## src/rtl/mem_dma_pkg.sv

```systemverilog
// Shared definitions for the mem_dma word-copy engine: register map, control bits,
// master FSM state encoding and small address helpers.
package mem_dma_pkg;

  localparam logic [31:0] DMA_BASE = 32'h8000_0010;

  // Register index = slave byte offset [3:2]
  localparam logic [1:0] REG_SRC  = 2'd0;
  localparam logic [1:0] REG_DST  = 2'd1;
  localparam logic [1:0] REG_LEN  = 2'd2;
  localparam logic [1:0] REG_CTRL = 2'd3;

  localparam int CTRL_START  = 0;
  localparam int CTRL_CLEAR  = 1;
  localparam int STATUS_BUSY = 0;
  localparam int STATUS_DONE = 1;
  localparam int STATUS_ERR  = 2;

  localparam logic [3:0] WSTRB_READ  = 4'h0;
  localparam logic [3:0] WSTRB_WRITE = 4'hF;

  typedef enum logic [2:0] {
    ST_IDLE,
    ST_RD_REQ,
    ST_RD_GAP,
    ST_WR_REQ,
    ST_WR_GAP
  } state_e;

  function automatic logic [31:0] word_align(input logic [31:0] a);
    return {a[31:2], 2'b00};
  endfunction

endpackage

```

## src/rtl/mem_dma.sv

```systemverilog
// Word-copy DMA engine: a 4-register slave port for configuration plus a second
// initiator on the picorv32 native memory bus that copies LEN words from SRC to DST.
module mem_dma
  import mem_dma_pkg::*;
#(
  parameter int LEN_WIDTH      = 16,
  parameter int TIMEOUT_CYCLES = 1024
) (
  input  logic        clk,
  input  logic        resetn,
  input  logic        dma_sel,
  input  logic [3:0]  wstrb,
  input  logic [3:0]  addr,
  input  logic [31:0] dma_data_i,
  output logic        dma_ready,
  output logic [31:0] dma_data_o,
  output logic        m_valid,
  output logic [31:0] m_addr,
  output logic [31:0] m_wdata,
  output logic [3:0]  m_wstrb,
  input  logic [31:0] m_rdata,
  input  logic        m_ready,
  output logic        irq
);

  localparam int TW = $clog2(TIMEOUT_CYCLES + 1);
  localparam logic [TW-1:0] TO_LAST = TW'(TIMEOUT_CYCLES - 1);

  state_e               state;
  logic [31:0]          src;
  logic [31:0]          dst;
  logic [31:0]          buffer;
  logic [LEN_WIDTH-1:0] len;
  logic                 done;
  logic                 err;
  logic [TW-1:0]        tmo_cnt;
  logic                 busy;

  logic        reg_wr;
  logic        wr_src;
  logic        wr_dst;
  logic        wr_len;
  logic        wr_ctrl;
  logic        ctrl_start;
  logic        ctrl_clear;
  logic        rd_hit;
  logic [31:0] rd_mux;

  assign busy = (state != ST_IDLE);
  assign irq  = done;

  // Register writes land on the ready cycle; unaligned offsets are unmapped.
  assign reg_wr     = dma_sel && dma_ready && (wstrb != 4'h0) && (addr[1:0] == 2'b00);
  assign wr_src     = reg_wr && (addr[3:2] == REG_SRC);
  assign wr_dst     = reg_wr && (addr[3:2] == REG_DST);
  assign wr_len     = reg_wr && (addr[3:2] == REG_LEN);
  assign wr_ctrl    = reg_wr && (addr[3:2] == REG_CTRL);
  assign ctrl_start = wr_ctrl && dma_data_i[CTRL_START];
  assign ctrl_clear = wr_ctrl && dma_data_i[CTRL_CLEAR];
  assign rd_hit     = dma_sel && !dma_ready;

  // NOTE: default first so every path assigns rd_mux and no latch is inferred.
  always_comb begin
    rd_mux = '0;
    if (addr[1:0] == 2'b00) begin
      case (addr[3:2])
        REG_SRC:  rd_mux = src;
        REG_DST:  rd_mux = dst;
        REG_LEN:  rd_mux = 32'(len);
        REG_CTRL: rd_mux = {29'b0, err, done, busy};
        default:  rd_mux = '0;
      endcase
    end
  end

  // NOTE: state uses non-blocking assignments with the reset sampled on the clock edge.
  always_ff @(posedge clk) begin
    if (!resetn) begin
      dma_ready  <= 1'b0;
      dma_data_o <= '0;
    end else begin
      dma_ready  <= rd_hit;
      dma_data_o <= rd_hit ? rd_mux : '0;
    end
  end

  always_ff @(posedge clk) begin
    if (!resetn) begin
      state   <= ST_IDLE;
      src     <= '0;
      dst     <= '0;
      len     <= '0;
      buffer  <= '0;
      done    <= 1'b0;
      err     <= 1'b0;
      tmo_cnt <= '0;
      m_valid <= 1'b0;
      m_addr  <= '0;
      m_wdata <= '0;
      m_wstrb <= '0;
    end else begin
      if (ctrl_clear) begin
        done <= 1'b0;
        err  <= 1'b0;
      end

      case (state)
        ST_IDLE: begin
          if (wr_src) src <= word_align(dma_data_i);
          if (wr_dst) dst <= word_align(dma_data_i);
          if (wr_len) len <= dma_data_i[LEN_WIDTH-1:0];
          if (ctrl_start) begin
            err <= 1'b0;
            if (len == '0) begin
              done <= 1'b1;
            end else begin
              done    <= 1'b0;
              state   <= ST_RD_REQ;
              m_valid <= 1'b1;
              m_addr  <= src;
              m_wstrb <= WSTRB_READ;
              tmo_cnt <= '0;
            end
          end
        end

        ST_RD_REQ: begin
          if (m_ready) begin
            buffer  <= m_rdata;
            m_valid <= 1'b0;
            state   <= ST_RD_GAP;
          end else if (tmo_cnt == TO_LAST) begin
            m_valid <= 1'b0;
            err     <= 1'b1;
            done    <= 1'b1;
            state   <= ST_IDLE;
          end else begin
            tmo_cnt <= tmo_cnt + 1'b1;
          end
        end

        ST_RD_GAP: begin
          m_valid <= 1'b1;
          m_addr  <= dst;
          m_wdata <= buffer;
          m_wstrb <= WSTRB_WRITE;
          tmo_cnt <= '0;
          state   <= ST_WR_REQ;
        end

        ST_WR_REQ: begin
          if (m_ready) begin
            src     <= src + 32'd4;
            dst     <= dst + 32'd4;
            len     <= len - 1'b1;
            m_valid <= 1'b0;
            state   <= ST_WR_GAP;
          end else if (tmo_cnt == TO_LAST) begin
            m_valid <= 1'b0;
            err     <= 1'b1;
            done    <= 1'b1;
            state   <= ST_IDLE;
          end else begin
            tmo_cnt <= tmo_cnt + 1'b1;
          end
        end

        ST_WR_GAP: begin
          if (len != '0) begin
            m_valid <= 1'b1;
            m_addr  <= src;
            m_wstrb <= WSTRB_READ;
            tmo_cnt <= '0;
            state   <= ST_RD_REQ;
          end else begin
            done  <= 1'b1;
            state <= ST_IDLE;
          end
        end

        default: state <= ST_IDLE;
      endcase
    end
  end

endmodule

```

## config.mk

```make
export PLATFORM = sky130hd
export DESIGN_NAME = mem_dma
export DESIGN_NICKNAME = d
export VERILOG_FILES = /design/src/rtl/mem_dma_pkg.sv /design/src/rtl/mem_dma.sv
export SDC_FILE = /design/constraint.sdc
export NUM_CORES = 1
export LEC_CHECK = 0
export ABC_CLOCK_PERIOD_IN_PS = 3000
export BUFFER_PORTS_ARGS = -buffer_cell sky130_fd_sc_hd__buf_2
export CORE_AREA = 2 2 127 160
export CTS_CLUSTER_SIZE = 24
export DETAILED_ROUTE_END_ITERATION = 7
export DIE_AREA = 0 0 129 162
export PLACE_DENSITY = 0.84
export SYNTH_ARGS = -nofsm -noshare
export SYNTH_HDL_FRONTEND = slang
export SYNTH_SLANG_ARGS = --single-unit
```

## constraint.sdc

```tcl
create_clock -name clk -period 3 [get_ports clk]
set_input_delay 0 -clock clk [delete_from_list [all_inputs] [get_ports clk]]
set_output_delay 0 -clock clk [all_outputs]
set_load 0.05 [all_outputs]
```

; ---- Word-level counts from Yosys, hierarchy flattened
; Index checks and enable logic that the tools add are counted.
[totals]
reg_bits = 230
wordCells = 116
[classes]
add_sub_neg = 4
eq_ne = 18
mux = 49
reduce_logical = 31
[op_table]
columns = op, count
row1 = 32-bit 2-to-1 mux, 7
row2 = 32-bit case mux with 2 select lines, 2
row3 = 32-bit case mux with 4 select lines, 1
row4 = 32-bit case mux with 3 select lines, 1
row5 = 32-bit by 3-bit adder with 32-bit output (second input constant), 2
row6 = 11-bit 2-to-1 mux, 5
row7 = 11-bit case mux with 4 select lines, 1
row8 = 16-bit 2-to-1 mux, 2
row9 = 16-bit case mux with 2 select lines, 1
row10 = 2-bit inequality test (second input constant), 9
row11 = 16-bit logical NOT, 1
row12 = 1-bit 2-to-1 mux, 16
row13 = 16-bit nonzero test, 1
row14 = 16-bit by 1-bit subtractor with 16-bit output (second input constant), 1
row15 = 3-bit 2-to-1 mux, 5
row16 = 3-bit case mux with 5 select lines, 1
row17 = 4-bit 2-to-1 mux, 3
row18 = 4-bit case mux with 3 select lines, 1
row19 = 3-bit AND reduction, 4
row20 = 11-bit by 1-bit adder with 11-bit output (second input constant), 1
row21 = 11-bit by 10-bit == test with 1-bit output (second input constant), 1
row22 = 1-bit logical AND, 10
row23 = 4-bit nonzero test, 2
row24 = 3-bit by 2-bit == test with 1-bit output (second input constant), 2
row25 = other kinds (18), 22

; ---- Longest topological paths before layout
[depth]
ltp_word = 9
mapped_depth = 9

; ---- Worst setup path after synthesis
; OpenSTA, ideal clock, no wires.
[synth_path]
path_kind = register to register
from = register dma_ready
to = register src[11]
setup_time_ns = 0.119
arrival_ns = 2.313
required_ns = 2.881
slack_ns = 0.568
stages_incl_launch_ff = 7
n_path_buf = 2
cell_sequence = dfxtp_1 -> or4bb_1 -> nor4b_4 -> nor2_1 -> buf_2 -> clkbuf_1 -> o221a_2
[synth_between]
elab_chain_cells = 6
[synth_lines]
columns = item, line
row1 = start: declaration, mem_dma.sv:15  ; output logic dma_ready,
row2 = start signal: assignment, mem_dma.sv:82  ; dma_ready <= rd_hit;
row3 = 1-bit logical AND (3 in a row), mem_dma.sv:53  ; assign reg_wr = dma_sel && dma_ready && (wstrb != 4'h0) && (addr[1:0] == 2'b00);
row4 = 1-bit logical AND, mem_dma.sv:54  ; assign wr_src = reg_wr && (addr[3:2] == REG_SRC);
row5 = 2-bit inequality test (no line), --
row6 = 3-bit AND reduction (no line), --
row7 = end signal: assignment, mem_dma.sv:109  ; if (wr_src) src <= word_align(dma_data_i);
row8 = end signal: assignment, mem_dma.sv:153  ; src <= src + 32'd4;
row9 = end: declaration, mem_dma.sv:30  ; logic [31:0] src;
; Every way passes these cells.
; A chain may end at the register's enable or synchronous reset.

; ---- Worst setup path after layout
[layout_path]
from = register len[9]
to = register m_addr[2]
[layout_between]
elab_chain_cells = 3
word_cells_on_any_way = 5
classes_between = eq/ne: 2 / reduce/logical: 3
[layout_lines]
columns = item, line
row1 = start: declaration, mem_dma.sv:33  ; logic [LEN_WIDTH-1:0] len;
row2 = start signal: assignment, mem_dma.sv:111  ; if (wr_len) len <= dma_data_i[LEN_WIDTH-1:0];
row3 = start signal: assignment, mem_dma.sv:155  ; len <= len - 1'b1;
row4 = 16-bit nonzero test or 16-bit logical NOT (tied branches), "mem_dma.sv:169, mem_dma.sv:114"
row5 = 2-bit inequality test (no line), --
row6 = 4-bit AND reduction (no line) *, --
row7 = end signal: assignment, mem_dma.sv:120  ; m_addr <= src;
row8 = end signal: assignment, mem_dma.sv:144  ; m_addr <= dst;
row9 = end signal: assignment, mem_dma.sv:171  ; m_addr <= src;
row10 = end: declaration, mem_dma.sv:18  ; output logic [31:0] m_addr,
; Mark *: on every way between the ends. The rest lies on a longest branch, timed or not.

==> out/metrics.csv <==
stage,metric,value,unit
clock_network,total CTS buffers,23,
routing,drt wl/cell,18.6,um
die,DIE AREA,20900,um2
worst_setup_path,WP data arrival,2970,ps
placed_design,Placement Setup Slack,405,ps
worst_setup_path,Worst setup EP type,flop,
hold_path,hold endpoint,dma_data_o[26]$_SDFF_PN0_,
die,std cell rows,57,
clock_network,Sink Count,221,
pwr,P_leak,4.91,nW
worst_setup_path,Crit path max-delay family,compound AO/OA/AOI/OAI gates,
routing,DRT iter0 DRCs,1501,
clock_network,clk_lat worst skew,520,ps
routing,Via density,6.14,
logic_synthesis,Synth top area share,40.6,%
hold_path,worst min path class,input pin to flop,
global_route,initial antenna violation count,0,
routing,DRC,0,
timing,period utilisation layout,87.2,%
global_route,met2 global-route usage,53.0,%
worst_setup_path,worst endpoint required time,3360,ps
worst_setup_path,critical path peak fanout,44,
worst_setup_path,Startpoint Class,flop,
timing,setup total negative slack,0,ps
logic_synthesis,top post-synthesis cells by count,"285 x nand2_1, 221 x dfxtp_1, 155 x nor2_1",
pwr,pwr dens,461,nW/um2
logic_synthesis,async set-or-reset flop fraction in the synthesized netlist,0,%
placed_design,DP HPWL,22.0,mm
placed_design,Placer Congestion,0.966,
clock_network,CTS tree,built,
timing,Relative slew margins,36.9,%
final_layout,Antenna Cells,0,
timing,hold slack,23.2,ps
logic_synthesis,cell area after synthesis,10900,um2
clock_network,htree depth,1,
worst_setup_path,CP max stage delay,690,ps
routing,via count,11383,
die,chip width,129,um
timing,Slew Limit Fails,0,
timing,max frequency,382,MHz
clock_network,post-CTS setup buffers,0,
final_layout,fraction of layout cells with a size suffix above 1,17.9,%
timing,RSZ-0062 raised after global routing,false,
worst_setup_path,Crit Path Class,flop to flop,
timing,final worst slack,383,ps
hold_path,HP Start,addr[2],
timing,# setup viols final,0,
global_route,vias in the first global route,10577,
global_route,first-pass GRT wire length,54.0,mm
logic_synthesis,distinct cell type count after synthesis,77,
clock_network,post-cts resize count,0,
hold_path,worst hold path depth,3,
global_route,gr ovfl total,0,
worst_setup_path,worst reg2reg path startpoint,len[9]$_SDFFE_PN0P_,
pwr,VDD IR max,0.386,mV
global_route,GRT met1 Usage,39.1,%
clock_network,clk buf depth,3,
global_route,total track usage,31.7,%
routing,Post-DRT Antenna Nets,0,
timing,min Tclk post-route,2620,ps
flow_run,Maximum Capacitance Violations,0,
logic_synthesis,Mean Syn Cell Area,7.77,um2
logic_synthesis,Yosys Warn Count,0,
logic_synthesis,Synth Register Bits,221,
logic_synthesis,Post-synth EDFFs,0,
die,CORE AREA,19300,um2
final_layout,P&R area growth vs syn,21.0,%
die,Top Ports,179,
timing,clk_skew,11.2,ps
die,Die Y-Extent,162,um
die,initial core utilization,56.3,%
routing,Pre-antenna DRT Iters,8,
clock_network,root buf cell,clkbuf_16,
logic_synthesis,post-synthesis sequential area ratio,40.6,%
timing,Final Hold Fails,0,
logic_synthesis,leading area contributor after synthesis,dfxtp_1,
worst_setup_path,Crit Reg-Reg Endpoint,m_addr[2]$_SDFFE_PN0P_,
status,status,"complete, no violations",
logic_synthesis,Synth area leaders,"dfxtp_1 41%, nand2_1 9.8%, a21oi_1 6.9%",
routing,WL final,34.4,mm
timing,Slew @ Worst Pin,946,ps
worst_setup_path,Worst Reg-to-Reg Cells,6,
worst_setup_path,CP cell instances,"or4_1, o41ai_4, o21ai_4, buf_12, nor2_1, a311oi_2",
worst_setup_path,buffers and inverters on the worst path,1,
worst_setup_path,slowest CP cell,or4_1,
pwr,Total Power,6.08,mW
global_route,Global Route met3 Usage,6.46,%
logic_synthesis,dominant synthesized flop cell,dfxtp_1,
worst_setup_path,reg2reg setup slack,380,ps
final_layout,nets@finish,1657,
placed_design,port bufs,176,
clock_network,Clock Pin Slew Worst Setup and Hold Paths,60,ps
clock_network,hold-fix buffers at CTS,68,
global_route,largest net degree at the start of global routing,83,
logic_synthesis,Post-Syn Instances,1402,
global_route,GR peak layer,met2,
logic_synthesis,top-count cell post-synth,nand2_1,
[cell families after synthesis]
family	synth area share, %
AND/OR/NAND/NOR	26.3
AO/OA/AOI/OAI	23.1
flip-flops	40.6
buffers and inverters	5.52
multiplexers	3.88
adder cells (fa/ha/maj)	0.575
other	0.0344
[metal layers]
metal / up-vias / part of all wire [%]
li1: 5340 / -
met1: 5237 / 38
met2: 685 / 48
met3: 121 / 10
met4: 0 / 4.2
met5: - / 0
[report_power, final]
| part | switching [mW] | leakage [nW] | internal, mW |
|---|---|---|---|
| logic | 0.185 | 2.78 | 0.153 |
| clock network | 1.20 | 0.355 | 1.59 |
| registers | 0.00907 | 1.78 | 2.94 |
| total | 1.40 | 4.91 | 4.68 |
[sequential cells by signal (all words and copies together), names as in the netlist]
| signal | flops |
|---|---|
| buffer | 32 |
| dma_data_o | 32 |
| dma_ready | 1 |
| dst | 30 |
| err | 1 |
| irq | 1 |
| len | 16 |
| m_addr | 30 |
| m_valid | 1 |
| m_wdata | 32 |
| m_wstrb | 1 |
| src | 30 |
| state | 3 |
| tmo_cnt | 11 |
[metrics by stage]
step	area, um2	util, %	cells
after floorplan	10900	-	1403
after global routing	13200	68.2	1855
after global placement	11800	61.0	1748
after detailed placement	11800	61.0	1748
after CTS	13200	68.2	1855
final	13200	68.2	1855
[worst max path at each step]
stage	start	endpoint	slack [ps]	cells after the start
floorplan	dma_ready$_SDFF_PN0_	src[11]$_SDFFE_PN0P_	570	6
global placement	len[9]$_SDFFE_PN0P_	m_addr[10]$_SDFFE_PN0P_	490	6
detailed placement	len[9]$_SDFFE_PN0P_	m_addr[5]$_SDFFE_PN0P_	410	6
CTS	len[9]$_SDFFE_PN0P_	m_addr[20]$_SDFFE_PN0P_	390	5
global route	len[9]$_SDFFE_PN0P_	m_addr[14]$_SDFFE_PN0P_	260	6
finish	len[9]$_SDFFE_PN0P_	m_addr[2]$_SDFFE_PN0P_	380	6
[worst reg2reg max path, stage by stage, from the launching register on]
cell and delay [ps]:
dfxtp_1 390, or4_1 690, o41ai_4 590, o21ai_4 290, buf_12 290, nor2_1 170, a311oi_2 60
[cells in the final DEF, fill, tap and decap left out, drive strengths merged, types with 4 or more instances in the layout]
| cell type | Yosys | layout |
|---|---|---|
| nor3b | 5 | 5 |
| nand2 | 285 | 285 |
| dlygate4sd3 | 0 | 68 |
| a31oi | 20 | 20 |
| o21a | 13 | 13 |
| mux2i | 40 | 40 |
| o221a | 9 | 9 |
| o22ai | 10 | 10 |
| and4 | 9 | 9 |
| nand4 | 17 | 17 |
| buf | 41 | 201 |
| dfxtp | 221 | 221 |
| a211oi | 15 | 15 |
| or3 | 7 | 7 |
| a41oi | 9 | 9 |
| nor3 | 26 | 26 |
| nand3 | 39 | 39 |
| nand2b | 11 | 11 |
| o31ai | 11 | 11 |
| or2 | 7 | 7 |
| o31a | 4 | 4 |
| clkinv | 1 | 6 |
| o21ai | 64 | 64 |
| nor4 | 15 | 15 |
| and3 | 17 | 17 |
| and2 | 10 | 10 |
| or4 | 10 | 10 |
| inv | 9 | 10 |
| a21oi | 151 | 151 |
| o221ai | 4 | 4 |
| clkbuf | 80 | 31 |
| nor2 | 155 | 155 |
| a311oi | 32 | 32 |
| ha | 5 | 5 |
[layout make-up]
type | count | area [um2]
fill | 1526 | 6150
multi-input combinational | 1051 | 5880
sequential | 221 | 4420
timing repair buffer | 269 | 1790
clock buffer | 31 | 646
tap | 265 | 332
clock inverter | 8 | 67.6
inverter | 10 | 40.0
No activity file was read; power rests on OpenSTA's default activity.
